File: src/rtl/alu_pkg.sv
// alu_pkg: opcode constants, issuer FSM states and the opcode legality check shared by the ALU issuer files
package alu_pkg;
   localparam int OP_ADD        = 0;
   localparam int OP_SUB        = 1;
   localparam int OP_OR         = 2;
   localparam int OP_AND        = 3;
   localparam int OP_SHL        = 4;
   localparam int OP_SHR        = 5;
   localparam int OP_LAST_LEGAL = 5;
   typedef enum logic [1:0] {IDLE, WAIT, RESP} state_t;
   // Anything above the last decoded opcode would be aliased to ADD by the ALU decoder
   function automatic logic is_legal_op(input logic [31:0] op);
      return op <= 32'(OP_LAST_LEGAL);
   endfunction
endpackage

File: src/rtl/alu_cmd_fifo.sv
// alu_cmd_fifo: synchronous FIFO holding {op, a, b} commands
//   clk, rst   clock, synchronous active-high reset (empties the FIFO)
//   push, din  write request and data (ignored when full)
//   pop, dout  read request (ignored when empty) and head-of-queue data
//   full/empty occupancy flags
module alu_cmd_fifo #(
   parameter int WIDTH = 16,
   parameter int DEPTH = 4
) (
   input  logic             clk,
   input  logic             rst,
   input  logic             push,
   input  logic [WIDTH-1:0] din,
   input  logic             pop,
   output logic [WIDTH-1:0] dout,
   output logic             full,
   output logic             empty
);
   localparam int AW = $clog2(DEPTH);
   logic [WIDTH-1:0] mem [DEPTH];
   // Pointers carry one extra wrap bit to tell full from empty
   logic [AW:0] wp, rp;
   logic do_push, do_pop;
   assign empty   = wp == rp;
   assign full    = (wp[AW] != rp[AW]) && (wp[AW-1:0] == rp[AW-1:0]);
   assign do_push = push && !full;
   assign do_pop  = pop && !empty;
   assign dout    = mem[rp[AW-1:0]];
   always_ff @(posedge clk) begin
      if (rst) begin
         wp <= '0;
         rp <= '0;
      end else begin
         if (do_push) wp <= wp + (AW+1)'(1);
         if (do_pop) rp <= rp + (AW+1)'(1);
      end
   end
   always_ff @(posedge clk) begin
      if (do_push) mem[wp[AW-1:0]] <= din;
   end
endmodule

File: src/rtl/alu_cmd_issuer.sv
// alu_cmd_issuer: buffers ALU commands, issues legal ones in order, returns results over a response stream
//   clk, rst                        clock, synchronous active-high reset
//   cmd_valid/ready, cmd_op/a/b     command stream in
//   alu_optcode/a/b, alu_valid      registered drive to the ALU datapath
//   alu_result                      ALU result, valid ALU_LATENCY edges after operands
//   rsp_valid/ready, rsp_result/op/illegal  response stream out
//   stat_issued, stat_illegal       saturating counters, only with ALU_ISSUE_STATS_EN defined
module alu_cmd_issuer
   import alu_pkg::*;
#(
   parameter int DATA_WIDTH  = 8,
   parameter int OP_WIDTH    = 4,
   parameter int FIFO_DEPTH  = 4,
   parameter int ALU_LATENCY = 1
) (
   input  logic                  clk,
   input  logic                  rst,
   input  logic                  cmd_valid,
   output logic                  cmd_ready,
   input  logic [OP_WIDTH-1:0]   cmd_op,
   input  logic [DATA_WIDTH-1:0] cmd_a,
   input  logic [DATA_WIDTH-1:0] cmd_b,
   output logic [OP_WIDTH-1:0]   alu_optcode,
   output logic [DATA_WIDTH-1:0] alu_a,
   output logic [DATA_WIDTH-1:0] alu_b,
   output logic                  alu_valid,
   input  logic [DATA_WIDTH-1:0] alu_result,
   output logic                  rsp_valid,
   input  logic                  rsp_ready,
   output logic [DATA_WIDTH-1:0] rsp_result,
   output logic [OP_WIDTH-1:0]   rsp_op,
   output logic                  rsp_illegal
`ifdef ALU_ISSUE_STATS_EN
   ,
   output logic [15:0]           stat_issued,
   output logic [15:0]           stat_illegal
`endif
);
   localparam int CW = ALU_LATENCY > 0 ? $clog2(ALU_LATENCY + 1) : 1;
   localparam int FW = OP_WIDTH + 2 * DATA_WIDTH;
   logic [FW-1:0]         head;
   logic [OP_WIDTH-1:0]   h_op;
   logic [DATA_WIDTH-1:0] h_a, h_b;
   logic                  full, empty, pop, legal;
   logic [CW-1:0]         cnt;
   state_t                state;
   assign {h_op, h_a, h_b} = head;
   assign cmd_ready = !full;
   assign pop       = (state == IDLE) && !empty;
   assign legal     = is_legal_op(32'(h_op));
   alu_cmd_fifo #(.WIDTH(FW), .DEPTH(FIFO_DEPTH)) u_fifo (
      .clk  (clk),
      .rst  (rst),
      .push (cmd_valid && cmd_ready),
      .din  ({cmd_op, cmd_a, cmd_b}),
      .pop  (pop),
      .dout (head),
      .full (full),
      .empty(empty)
   );
   always_ff @(posedge clk) begin
      if (rst) begin
         state       <= IDLE;
         cnt         <= '0;
         alu_optcode <= '0;
         alu_a       <= '0;
         alu_b       <= '0;
         alu_valid   <= 1'b0;
         rsp_valid   <= 1'b0;
         rsp_result  <= '0;
         rsp_op      <= '0;
         rsp_illegal <= 1'b0;
      end else begin
         case (state)
            IDLE: begin
               if (pop && legal) begin
                  alu_optcode <= h_op;
                  alu_a       <= h_a;
                  alu_b       <= h_b;
                  alu_valid   <= 1'b1;
                  cnt         <= CW'(ALU_LATENCY);
                  state       <= WAIT;
               end else if (pop) begin
                  // Illegal ops bypass the ALU; its operand registers stay quiet
                  rsp_result  <= '0;
                  rsp_illegal <= 1'b1;
                  rsp_op      <= h_op;
                  rsp_valid   <= 1'b1;
                  state       <= RESP;
               end
            end
            WAIT: begin
               if (cnt == '0) begin
                  rsp_result  <= alu_result;
                  rsp_op      <= alu_optcode;
                  rsp_illegal <= 1'b0;
                  rsp_valid   <= 1'b1;
                  alu_valid   <= 1'b0;
                  state       <= RESP;
               end else begin
                  cnt <= cnt - CW'(1);
               end
            end
            RESP: begin
               if (rsp_ready) begin
                  rsp_valid <= 1'b0;
                  state     <= IDLE;
               end
            end
            default: state <= IDLE;
         endcase
      end
   end
`ifdef ALU_ISSUE_STATS_EN
   always_ff @(posedge clk) begin
      if (rst) begin
         stat_issued  <= '0;
         stat_illegal <= '0;
      end else begin
         if (pop && legal && stat_issued != 16'hFFFF) stat_issued <= stat_issued + 16'd1;
         if (pop && !legal && stat_illegal != 16'hFFFF) stat_illegal <= stat_illegal + 16'd1;
      end
   end
`endif
endmodule

File: config.mk
export PLATFORM = sky130hd
export DESIGN_NAME = alu_cmd_issuer
export DESIGN_NICKNAME = d
export VERILOG_FILES = /design/src/rtl/alu_pkg.sv /design/src/rtl/alu_cmd_fifo.sv /design/src/rtl/alu_cmd_issuer.sv
export SDC_FILE = /design/constraint.sdc
export NUM_CORES = 1
export LEC_CHECK = 0
export BUFFER_PORTS_ARGS = -buffer_cell sky130_fd_sc_hd__buf_4
export CORE_MARGIN = 4
export CORE_UTILIZATION = 54
export DETAILED_ROUTE_END_ITERATION = 16
export PLACE_DENSITY = 0.81
export SYNTH_ARGS = -nofsm -noshare
export SYNTH_HDL_FRONTEND = slang
export SYNTH_SLANG_ARGS = --single-unit
File: constraint.sdc
create_clock -name clk -period 2.45 [get_ports clk]
set_clock_uncertainty 0.15 [all_clocks]
set_input_delay 0.1225 -clock clk [delete_from_list [all_inputs] [get_ports clk]]
set_output_delay 0.1225 -clock clk [all_outputs]
set_load 0.03 [all_outputs]
After elaboration in Yosys (flattened, before gate mapping)
Memories as Yosys holds them, arrays and structs flattened. A register that Yosys moved wholly into a read port is not among the register bits. Index checks and enable logic that the tools add are counted.

RAM bits: 80. Memories: 1. Output and inout port bits: 36. Register bits after elaboration: 44. Word-level logic and storage cells: 73. Input port bits: 32.

Memory list: u_fifo.mem (words 4, width 20, rd ports 1, clocked after Yosys merged registers in 1, wr ports 1, line alu_cmd_fifo.sv:20) `logic [WIDTH-1:0] mem [DEPTH];`.

Mux-type cells: 28. Reduce and logical (&&, ||, !) cells: 17. Magnitude comparators: 1. $add $sub $neg: 3. Equality and inequality tests: 11.

Operators with widths (count): $mux 8 (3); $pmux 8 s2 (1); $mux 2 (6); $mux 4 (3); $mux 1 (9); $ne 2x2->1 const B (4); $pmux 4 s2 (1); $add 3x1->3 const B (2); $logic_and 1x1->1 (6); $pmux 1 s2 (3); $pmux 2 s3 (1); $reduce_and 3->1 (2); $reduce_and 5->1 (1); $le 4x3->1 const B (1); $reduce_and 2->1 (2); $reduce_and 4->1 (1); $eq 3x3->1 (1); $ne 3x2->1 const B (1); $pmux 1 s3 (1); $reduce_bool 3->1 (1); $eq 2x1->1 const B (1); $eq 2x2->1 (1); $eq 2x2->1 const B (1); $logic_not 1->1 (2); 5 further kinds (5).

Longest topological paths before layout
Gate-level depths: netlist of run 1.

Depth in word-level cells: 7. Mapped depth: 7. Depth with buffers taken out: 4.

Modules after synthesis
A second synthesis of run 1 with hierarchy kept.

Cells, all modules: 342. Area, all modules: 4918.5 um^2.

Modules (own cells, without submodules): alu_cmd_fifo (area an instance 3452.1 um^2, instances 1, cells an instance 172, sequential area each 2562.5 um^2); alu_cmd_issuer (area an instance 1466.4 um^2, instances 1, cells an instance 170, sequential area each 760.7 um^2).

Worst setup path before layout of run 1
Ideal clock, no wire load.

Path kind: register -> register. Start point: register (tool-made name). End point: register alu_a[0]. Buffers on the path: 3. Stages on the path, launching flop included: 8. Clock period less this slack: 2.073 ns. Setup slack: 0.377 ns. Data required time: 2.168 ns. Arrival time: 1.791 ns. Setup time: 0.132 ns. Cell sequence: dfxtp_1 buf_6 mux4_2 a21o_1 buf_2 buf_6 o21ai_0 a21oi_1.

RTL lines: end signal: assignment (line alu_cmd_issuer.sv:66) `alu_a <= '0;`; end signal: assignment (line alu_cmd_issuer.sv:78) `alu_a <= h_a;`; end: declaration (line alu_cmd_issuer.sv:24) `output logic [DATA_WIDTH-1:0] alu_a,`.

==> key figures, run 1 <==
Floorplan
  – Core area: 0.00868 mm2
  – Die area: 0.0104 mm2
  – Die W: a little over 100 um
  – Ports: between 60 and 70
  – Initial Util: a little under three fifths
  – Die height: between 100 and 150 um
  – Std cell rows: 34

Power and ir drop
  – Sequential power share: between 30 and 40%
  – Sw frac: approximately 33%
  – Leakage: 2.35 nW
  – Clock power share: between 30% and 40%
  – PwrDens: roughly 1100 mW/mm2
  – Maximum vdd drop: about 0.78 mV
  – Gate power share: between 30 and 40%
  – Psw: between 2 and 2.5 mW
  – Tot Pwr: 7.27 mW
  – Power Internal: between 4 and 5 mW

Cells and area
  – Fillers: roughly 530
  – Multi-input logic area: around 0.0013 mm2
  – Layout cell share with drive strength beyond 1: roughly a third
  – # diodes: 0
  – Fin nets: 460
  – Storage cell area: approximately 0.0033 mm2
  – Most frequent cells in the layout: 80 x buf_4, 80 x edfxtp_1, 46 x dfxtp_1, 32 x dlygate4sd3_1, 25 x a21oi_1
  – Layout Cells excl Fill: between 500 and 600
  – End-of-flow core utilization: 73.4%
  – Layout area overhead: 33.4%
  – Finished Cell Area: about 0.0064 mm2

Clock network
  – H-tree depth: 4
  – CTS buffer count: 17
  – Resized Gates After CTS: 0
  – CTS tree: done
  – Hold bufs inserted after CTS: 32
  – Worst skew pair latency: a little over 0.5 ns
  – CTS Buffer Depth: 2
  – CTS sink count: roughly 130
  – Clk root buf: clkbuf_8
  – Clock transition at path regs: ~0.06 ns
  – Setup repair bufs after CTS: 0

Yosys
  – Synthesized area: between 0.004 and 0.005 mm2
  – Largest family of logic cells by synthesized area: multiplexers
  – Largest cells by area after synthesis: edfxtp_1 50%, dfxtp_1 19%, mux4_2 9.4%
  – Mux contribution to synthesized area: around a tenth
  – Mapped Cells: approximately 300
  – Post-synthesis compound-gate area fraction: between 10 and 15%
  – Post-synthesis simple-gate area fraction: 4.80%
  – Yosys Warn Count: 0
  – Post-Synth Adder-Cell Area: roughly 1.3%
  – Register area share after synthesis: between 60 and 70%
  – Synth Area in XOR/XNOR: under 10%
  – Syn_area_per_cell: roughly 16 um2
  – Top cell type's share of synthesized area: between 50% and 60%
  – Syn Nets: roughly 340
  – Yosys cell types: 39
  – Number of synthesized register bits: ~130
  – Yosys top cell by area: edfxtp_1

Job
  – Max-cap check violation count: 0

Routing
  – Wire per inst: 18.9 um
  – Via-per-instance ratio: about 5.6
  – DRC errors left: 0
  – WL final: a little over 10 mm
  – Drt initial violations: ~180
  – ANT nets after route: 0
  – Detailed-route via count: slightly above 3000
  – 1st-pass router iterations: 4

Placement
  – Number of port buffers: 67
  – Final GP Congestion: 0.809
  – Cell total after placement: 480
  – Hpwl dp: 6.20 mm
  – Placed instance area: around 0.0055 mm2

GRT
  – Overall Global Routing Usage: between 20% and 30%
  – First-pass GRT wire length: roughly 16 mm
  – Grt ovf: 0
  – Initial antenna violation count: 0
  – Vias in the first global route: 3248
  – Largest net degree at the start of global routing: a little over 40

Critical path
  – Critical path class: flop to flop
  – Startpoint Class: flop
  – CP required: 2.75 ns
  – Endpoint class of the critical path: flop
  – WP data arrival: roughly 2.6 ns
  – Largest fanout on the critical path: 11

STA
  – Setup Total Neg Slack: 0 ns
  – RSZ-0062 raised after global routing: false
  – Max Slew Vio Count: 0
  – Hold Vio Cnt, Final: 0
  – Slew of the pin with the lowest slew margin: between 0.5 and 0.6 ns
  – Max Clk Rate: 445 MHz
  – Relative slew slack: 65.1%
  – Minimum clock period: roughly 2.2 ns
  – Setup violators final: 0
  – Tcrit/Tclk final: 91.7%

Hold path
  – Type of the most critical hold path: primary input to flop

Outcome
  – Outcome: finished clean
worst max-delay path, stage by stage (launching register included):
cell,delay [ns]
dfxtp_1,0.45
mux4_2,0.60
a21o_1,0.35
a211oi_4,0.44
a22o_1,0.19
cells by family (layout without fill, tap and decap cells):
family / Yosys count / count (layout)
AOI/OAI and AO/OA: 74 / 74
muxes: 25 / 25
buffers and inverters: 25 / 154
DFF: 126 / 126
xor gates and xnor gates: 7 / 7
adders and majority gates: 5 / 5
and+or+nand+nor: 45 / 45
Yosys cell counts:
master	number
a21o_1	1
a221oi_1	1
o211ai_1	1
or2_0	1
edfxtp_1	80
a21oi_1	25
buf_6	2
o21ai_1	6
o311ai_0	1
xor2_1	4
a211oi_1	2
o21ai_0	15
and2_1	3
o31ai_1	1
nor2b_1	1
nor3b_1	1
mux2i_1	5
clkbuf_1	10
a31o_2	3
nand2_1	5
ha_1	5
and3_1	1
nand3_1	20
o41ai_1	1
xnor2_1	3
o31a_1	2
or3_1	2
a22o_1	8
dfxtp_1	46
buf_2	6
mux4_2	20
a31o_1	1
nand2b_1	3
nand3b_1	1
a211oi_4	1
a2111oi_0	4
a21oi_2	1
inv_1	7
nor2_1	7
layout make-up:
class	count	share of cell area, %
tap	108	2.12
multi-input combinational	156	21.0
clock inverter	14	2.30
clock buffer	18	6.56
inverter	7	0.413
timing repair buffer	115	15.4
sequential	126	52.2
state kept, by name, summed over array words and instances, names as in the netlist, named ones only:
| name | cells |
|---|---|
| alu_b | 8 |
| u_fifo.wp | 3 |
| u_fifo.rp | 3 |
| alu_valid | 1 |
| cnt | 1 |
| alu_optcode | 4 |
| rsp_op | 4 |
| rsp_illegal | 1 |
| state | 2 |
| rsp_result | 8 |
| u_fifo.mem | 80 |
| alu_a | 8 |
| rsp_valid | 1 |
metrics by stage:
stage	hold WS, ns	worst slack, ns
after global placement	0.171	0.296
after global routing	0.195	0.0742
final	0.202	0.204
after CTS	0.176	0.187
after detailed placement	0.175	0.208
after floorplan	0.0714	0.377
per-layer routing:
layer	wire [um]	up-vias	GRT usage, %
met1	4170	1526	26.1
met3	578	18	6.08
li1	-	1425	-
met4	229	0	8.38
met2	5300	102	36.3
met5	0	-	0
power groups by stage:
stage | Combinational, mW | Clock (mW) | Sequential (mW)
6_report | 2.20 | 2.34 | 2.73
5_1_grt | 2.37 | 2.48 | 2.76
4_1_cts | 2.20 | 2.38 | 2.72
3_5_place_dp | 2.14 | 0 | 2.76
3_3_place_gp | 2.09 | 0 | 2.75
2_1_floorplan | 1.14 | 0 | 3.02
worst paths after layout:
kind | slack [ns] | startpoint | endpoint | depth (start not counted)
worst min-delay path | 0.20 | cmd_a[0] | u_fifo.mem[0][8] | 2
worst max register to register | 0.20 | flop | rsp_result[5] | 4
worst max-delay path | 0.20 | flop | rsp_result[5] | 4
worst min register to register | 0.31 | alu_valid | alu_valid | 2
Power figures use the tool's default switching activity.
==> run 2, diff against run 1 <==
--- a/config.mk
+++ b/config.mk
@@ -5,11 +5,13 @@
 export SDC_FILE = /design/constraint.sdc
 export NUM_CORES = 1
 export LEC_CHECK = 0
-export BUFFER_PORTS_ARGS = -buffer_cell sky130_fd_sc_hd__buf_4
+export BUFFER_PORTS_ARGS = -buffer_cell sky130_fd_sc_hd__buf_2
+export CELL_PAD_IN_SITES_DETAIL_PLACEMENT = 1
+export CELL_PAD_IN_SITES_GLOBAL_PLACEMENT = 2
 export CORE_MARGIN = 4
-export CORE_UTILIZATION = 54
+export CORE_UTILIZATION = 40
 export DETAILED_ROUTE_END_ITERATION = 16
-export PLACE_DENSITY = 0.81
+export PLACE_DENSITY = 0.83
 export SYNTH_ARGS = -nofsm -noshare
 export SYNTH_HDL_FRONTEND = slang
 export SYNTH_SLANG_ARGS = --single-unit
==> run 2 against run 1 <==
  * Worst hold slack got worse by 0.17 ns
  * Via count decreased by 0.42%
  * Global-route usage down 3.7 points
  * Non-clock buffer count down 4
  * Register-to-register slack improved by 0.03 ns
  * Combinational power fell by 4%
  * Critical path type unchanged
  * Sequential cell count unchanged
  * Clock power rose by 8%
  * Final cell count is 5.7% higher
  * Sequential share of layout area rose by 0.97 points
  * Clock-buffer cell count grew 1
  * Critical path depth unchanged
==> key figures, run 2 (synthesis results as in run 1) <==
Cells and area
  – Layout cell share with drive strength beyond 1: 31.9% (+0.064 points)
  – Fin nets: 456 (-0.87%)
  – Fillers: 1105 (+110%)
  – Layout Cells excl Fill: 575 (+5.7%)
  – Most frequent cells in the layout: 80 x edfxtp_1, 67 x buf_2, 46 x dfxtp_1, 29 x dlygate4sd3_1, 25 x a21oi_1
  – Finished Cell Area: 0.00625 mm2 (-1.8%)
  – Commonest non-fill, non-tap cell in the layout: edfxtp_1
  – Layout area overhead: 31.0%
  – Max FFs per register: 80 (unchanged)
  – # diodes: 0 (unchanged)

Critical path
  – CP required: 2.61 ns (-0.14 ns)
  – Endpoint class of the critical path: flop
  – Family with the most delay on the worst path: compound AO/OA/AOI/OAI gates
  – Slowest stage delay, CP: 0.61 ns (about the same)
  – CP bufs+invs: 0 (unchanged)
  – Flop2flop setup slack: 0.24 ns (+0.03 ns)
  – CP Cell Sequence: mux4_2 > a211oi_1 > a2111oi_0 > a31o_2
  – Critical path class: flop to flop
  – WP data arrival: 2.37 ns (-0.18 ns)
  – Startpoint Class: flop
  – CP max stage cell: mux4_2
  – Largest fanout on the critical path: 5 (-6)

Clock network
  – Clock transition at path regs: 0.05 ns (about the same)
  – Resized Gates After CTS: 0 (unchanged)
  – Clk root buf: clkbuf_16
  – CTS Buffer Depth: 2 (unchanged)
  – CTS tree: done
  – Worst skew pair latency: 0.42 ns (-0.09 ns)
  – CTS buffer count: 17 (unchanged)
  – H-tree depth: 4 (unchanged)
  – CTS sink count: 126 (unchanged)

GRT
  – Vias in the first global route: 3299 (+1.6%)
  – Initial antenna violation count: 0 (unchanged)
  – Overall Global Routing Usage: 17.7% (-3.7 points)
  – First-pass GRT wire length: 17.7 mm (+8.2%)
  – Largest net degree at the start of global routing: 41 (unchanged)
  – Grt ovf: 0 (unchanged)

Routing
  – 1st-pass router iterations: 4 (unchanged)
  – ANT nets after route: 0 (unchanged)
  – Detailed-route via count: 3058 (-0.42%)
  – DRC errors left: 0 (unchanged)
  – Via-per-instance ratio: 5.32 (-5.8%)
  – Wire per inst: 19.1 um (+1.2%)
  – WL final: 11.0 mm (+7.0%)
  – Drt initial violations: 173 (-6.0%)

Power and ir drop
  – Leakage: 2.34 nW (-0.21%)
  – Gate power share: 28.7% (-1.6 points)
  – Sw frac: 32.8% (+0.054 points)
  – PwrDens: 1170 mW/mm2 (+3.0%)
  – Power Internal: 4.94 mW (+1.0%)
  – Sequential power share: 37.0% (-0.5 points)
  – Tot Pwr: 7.35 mW (+1.1%)
  – Psw: 2.41 mW (+1.3%)
  – Clock power share: 34.3% (+2.1 points)
  – Maximum vdd drop: 0.653 mV (-16%)

Placement
  – Number of port buffers: 67 (unchanged)
  – Final GP Congestion: 0.692 (-14%)
  – Cell total after placement: 514 (+7.1%)
  – Hpwl dp: 6.89 mm (+11%)
  – Placed instance area: 0.00537 mm2 (-2.2%)
  – DP Worst Slack: 0.252 ns (+0.0444 ns)

STA
  – Final worst setup slack: 0.235 ns (+0.0311 ns)
  – Relative slew slack: 44.8% (-20 points)
  – RSZ-0062 raised after global routing: false
  – Hold Vio Cnt, Final: 0 (unchanged)
  – Setup Total Neg Slack: 0 ns (unchanged)
  – Slew of the pin with the lowest slew margin: 0.828 ns (+0.317 ns)
  – Max Clk Rate: 452 MHz (+1.4%)
  – Setup violators final: 0 (unchanged)
  – Minimum clock period: 2.21 ns (-0.0311 ns)
  – Tcrit/Tclk final: 90.4% (-1.3 points)
  – Max Slew Vio Count: 0 (unchanged)

Floorplan
  – Std cell rows: 39 (+15%)
  – Die height: 117 um (+15%)
  – Core area: 0.0116 mm2 (+33%)
  – Die area: 0.0137 mm2 (+32%)
  – Ports: 68 (unchanged)
  – Die W: 117 um (+15%)
  – Initial Util: 41.3% (-14 points)

Job
  – Max-cap check violation count: 0 (unchanged)

Hold path
  – Type of the most critical hold path: primary input to flop

Outcome
  – Outcome: finished clean
## run 2: what timing repair did
item	4_1_cts	5_1_grt
hold endpoints to repair	89	0
buffers inserted	0	0
hold buffers	29	0
## run 2: final timing paths
kind / cells past startpoint / start / endpoint
max reg2reg: 4 / flop / rsp_op[1]
min: 4 / cmd_valid / u_fifo.wp[2]
min reg2reg: 2 / alu_valid / alu_valid
max: 4 / flop / rsp_op[1]
## run 2: through the flow
stage,utilization [%],hold slack [ns]
6_report,54.1,0.0299
4_1_cts,54.1,0.0164
5_1_grt,54.1,0.0498
3_5_place_dp,46.4,0.191
3_3_place_gp,46.4,0.182
2_1_floorplan,-,0.0714
## run 2: worst register-to-register path, cell delays in order, from the launching register on
cell and delay (ns):
dfxtp_1 0.47, mux4_2 0.61, a211oi_1 0.47, a2111oi_0 0.15, a31o_2 0.26
## run 2: area by class of cell
class	instances	area, um2	area share, %
multi-input combinational	156	1340	21.4
tap	143	179	2.86
sequential	126	3320	53.2
clock buffer	19	433	6.92
inverter	7	26.3	0.420
timing repair buffer	111	788	12.6
clock inverter	13	164	2.62
## run 2: routing by layer
metal  track usage (%)  part of all wire, %  vias up
met5                 0                    0        -
met4              6.04                  1.5        0
met3              6.12                  5.4       17
met2              30.4                   51       78
met1              20.9                   42     1542
li1                  -                    -     1421
## run 2: power groups by stage
stage / registers, mW / logic [mW] / clock network (mW)
after floorplan: 3.02 / 1.14 / 0
after global placement: 2.75 / 2.05 / 0
after detailed placement: 2.76 / 2.08 / 0
after CTS: 2.72 / 2.13 / 2.58
after global routing: 2.75 / 2.29 / 2.68
final: 2.72 / 2.11 / 2.52
==> run 3, diff against run 2 <==
--- a/config.mk
+++ b/config.mk
@@ -11,7 +11,8 @@
 export CORE_MARGIN = 4
 export CORE_UTILIZATION = 40
 export DETAILED_ROUTE_END_ITERATION = 16
-export PLACE_DENSITY = 0.83
+export PLACE_DENSITY = 0.84
 export SYNTH_ARGS = -nofsm -noshare
 export SYNTH_HDL_FRONTEND = slang
+export SYNTH_HIERARCHICAL = 1
 export SYNTH_SLANG_ARGS = --single-unit
==> run 3 against run 2 <==
  * Highest routed layer unchanged
  * Clock power about the same
  * Largest power group unchanged
  * Total power up 8.9%
  * Wire length is 5.6% higher
  * Global-route usage shrank 0.15 points
  * Critical endpoint is now alu_a[1]
==> key figures, run 3 <==
Cells and area
  – Commonest non-fill, non-tap cell in the layout: edfxtp_1
  – Max FFs per register: 80 (unchanged)
  – Fin nets: 499 (+9.4%)
  – Fillers: 1193 (+8.0%)
  – Layout cell share with drive strength beyond 1: 33.8% (+1.8 points)
  – Layout Cells excl Fill: 621 (+8.0%)
  – Most frequent cells in the layout: 80 x edfxtp_1, 67 x buf_2, 53 x nand2_1, 45 x dfxtp_1, 29 x dlygate4sd3_1
  – # diodes: 0 (unchanged)
  – Layout area overhead: 31.8%

Floorplan
  – Die height: 119 um (+1.4%)
  – Die W: 119 um (+1.4%)
  – Die area: 0.0141 mm2 (+2.8%)
  – Ports: 68 (unchanged)
  – Initial Util: 40.9% (-0.33 points)
  – Core area: 0.0120 mm2 (+3.9%)
  – Std cell rows: 40 (+2.6%)

STA
  – WHS: 0.0873 ns (+0.0574 ns)
  – Setup violators final: 0 (unchanged)
  – Hold Vio Cnt, Final: 0 (unchanged)
  – Setup Total Neg Slack: 0 ns (unchanged)
  – RSZ-0062 raised after global routing: false
  – Relative slew slack: 55.0% (+10 points)
  – Slew of the pin with the lowest slew margin: 0.674 ns (-0.153 ns)
  – Minimum clock period: 2.29 ns (+0.0791 ns)
  – Tcrit/Tclk final: 93.6% (+3.2 points)
  – Max Slew Vio Count: 0 (unchanged)
  – Max Clk Rate: 436 MHz (-3.4%)

Yosys
  – Post-synthesis compound-gate area fraction: 7.66% (-2.4 points)
  – Syn_area_per_cell: 14.4 um2 (-7.5%)
  – Yosys Warn Count: 6 (+6)
  – Register area share after synthesis: 67.6% (-2.1 points)
  – Post-synth ARST share: 0% (unchanged)
  – Yosys cell types: 39 (unchanged)
  – Post-Synth Adder-Cell Area: 1.27% (-0.039 points)
  – Largest family of logic cells by synthesized area: multiplexers
  – Syn Nets: 379 (+10%)
  – Synth Area in XOR/XNOR: 1.07% (-0.22 points)
  – Ys flop type: edfxtp_1
  – Most numerous cell in the Yosys netlist: edfxtp_1
  – Synthesized area: 0.00492 mm2 (+3.0%)
  – Top cell type's share of synthesized area: 48.8% (-1.5 points)
  – Commonest cells in the netlist: 80 x edfxtp_1, 54 x nand2_1, 46 x dfxtp_1
  – Number of synthesized register bits: 126 (unchanged)
  – Mapped Cells: 342 (+11%)
  – EDFF count, synth: 80 (unchanged)
  – Post-synthesis simple-gate area fraction: 9.59% (+4.8 points)
  – Largest cells by area after synthesis: edfxtp_1 49%, dfxtp_1 19%, mux4_2 9.2%
  – Yosys top cell by area: edfxtp_1
  – Mux contribution to synthesized area: 10.3% (-0.21 points)

Clock network
  – CTS buffer count: 17 (unchanged)
  – CTS tree: done
  – Worst skew pair latency: 0.41 ns (about the same)
  – CTS Buffer Depth: 2 (unchanged)
  – H-tree depth: 4 (unchanged)
  – Clock transition at path regs: 0.06 ns (about the same)
  – Clk root buf: clkbuf_16
  – CTS sink count: 126 (unchanged)

Critical path
  – CP required: 2.63 ns (+0.02 ns)
  – R2R Path End: alu_a[1]
  – Largest fanout on the critical path: 10 (+5)
  – Endpoint class of the critical path: flop
  – WP data arrival: 2.47 ns (+0.10 ns)
  – Critical path class: flop to flop
  – Flop2flop setup slack: 0.16 ns (-0.08 ns)
  – Startpoint Class: flop
  – Worst r2r path cells: 6 (+2)

Hold path
  – Hold Path Depth: 2 (-2)
  – Type of the most critical hold path: primary input to flop
  – Hold EP: rsp_result[6]
  – Worst hold start: rst

Placement
  – Number of port buffers: 67 (unchanged)
  – Cell total after placement: 559 (+8.8%)
  – Hpwl dp: 7.34 mm (+6.5%)
  – Final GP Congestion: 0.796 (+15%)

Routing
  – Via-per-instance ratio: 5.20 (-2.1%)
  – Drt initial violations: 116 (-33%)
  – Wire per inst: 18.7 um (-2.2%)
  – 1st-pass router iterations: 4 (unchanged)
  – WL final: 11.6 mm (+5.6%)
  – ANT nets after route: 0 (unchanged)
  – DRC errors left: 0 (unchanged)
  – Detailed-route via count: 3232 (+5.7%)

GRT
  – Largest net degree at the start of global routing: 32 (-22%)
  – GR Util met1: 21.3% (+0.37 points)
  – Vias in the first global route: 3488 (+5.7%)
  – Overall Global Routing Usage: 17.6% (-0.15 points)
  – Met2 Usage GRT: 29.7% (-0.69 points)
  – Most used routing layer: met2
  – First-pass GRT wire length: 18.7 mm (+5.4%)
  – Initial antenna violation count: 0 (unchanged)
  – GRT met3 Usage: 4.99% (-1.1 points)
  – Grt ovf: 0 (unchanged)

Power and ir drop
  – Leakage: 2.43 nW (+3.7%)
  – Maximum vdd drop: 0.514 mV (-21%)
  – PwrDens: 1230 mW/mm2 (+5.0%)
  – Tot Pwr: 8.00 mW (+8.9%)

Job
  – Max-cap check violation count: 0 (unchanged)

Outcome
  – Outcome: finished clean
-- run 3: kinds of logic after synthesis --
| group | Yosys count |
|---|---|
| adder cells (fa/ha/maj) | 5 |
| multiplexers | 25 |
| XOR/XNOR | 6 |
| AO/OA/AOI/OAI | 56 |
| buffers and inverters | 24 |
| AND/OR/NAND/NOR | 100 |
| flip-flops | 126 |
-- run 3: power by group --
| group | total (mW) | switching, mW | internal [mW] | leakage, nW |
|---|---|---|---|---|
| clock | 2.51 | 0.870 | 1.64 | 0.289 |
| sequential | 2.92 | 0.217 | 2.71 | 1.11 |
| combinational | 2.56 | 1.55 | 1.01 | 1.03 |
| total | 8.00 | 2.64 | 5.36 | 2.43 |
-- run 3: critical path, cell delays in order, from the launching register on --
cell     delay [ns]
dfxtp_1        0.50
mux4_2         0.60
a21oi_2        0.30
and2_1         0.22
buf_4          0.20
nand2_1        0.09
a21oi_1        0.15
-- run 3: worst max path at each step --
stage,from,endpoint,slack (ns),depth (start not counted)
4_1_cts,u_fifo/wp[0],u_fifo/mem[1][0],0.001,8
2_1_floorplan,u_fifo/rp[1],u_fifo/mem[3][0],0.13,7
3_5_place_dp,u_fifo/wp[0],rsp_op[0],0.0004,7
5_1_grt,u_fifo/rp[0],flop,0.01,8
3_3_place_gp,u_fifo/wp[0],rsp_op[0],0.15,7
6_report,flop,alu_a[1],0.16,6
-- run 3: metrics by stage --
step | instance area, um2 | setup WS, ns | util [%]
6_report | 6480 | 0.156 | 54.0
5_1_grt | 6480 | 0.0140 | 54.0
4_1_cts | 6460 | 0.000979 | 53.8
3_5_place_dp | 5560 | 0.000416 | 46.3
3_3_place_gp | 5560 | 0.150 | 46.3
2_1_floorplan | 4940 | 0.133 | -
-- run 3: final cells by class --
class | instances | area [um2] | area share [%]
well taps | 147 | 184 | 2.84
repair buffers | 120 | 856 | 13.2
inverters | 5 | 18.8 | 0.289
multi-input cells | 192 | 1500 | 23.2
clock inverters | 11 | 141 | 2.18
clock buffers | 20 | 457 | 7.04
flip-flops and latches | 126 | 3320 | 51.3
-- run 3: timing repair --
| item | CTS | global route |
|---|---|---|
| hold buffers | 29 | 0 |
| resized for setup | 1 | 4 |
| buffers inserted | 0 | 2 |
| gates cloned | 0 | 0 |
| endpoints found under the setup margin | 2 | 106 |
| hold endpoints to repair | 90 | 0 |
-- run 3: metal layers --
| metal | up-vias | part of all wire, % |
|---|---|---|
| met1 | 1618 | 44 |
| met5 | - | 0 |
| met3 | 20 | 3.8 |
| li1 | 1515 | - |
| met4 | 0 | 1.8 |
| met2 | 79 | 51 |
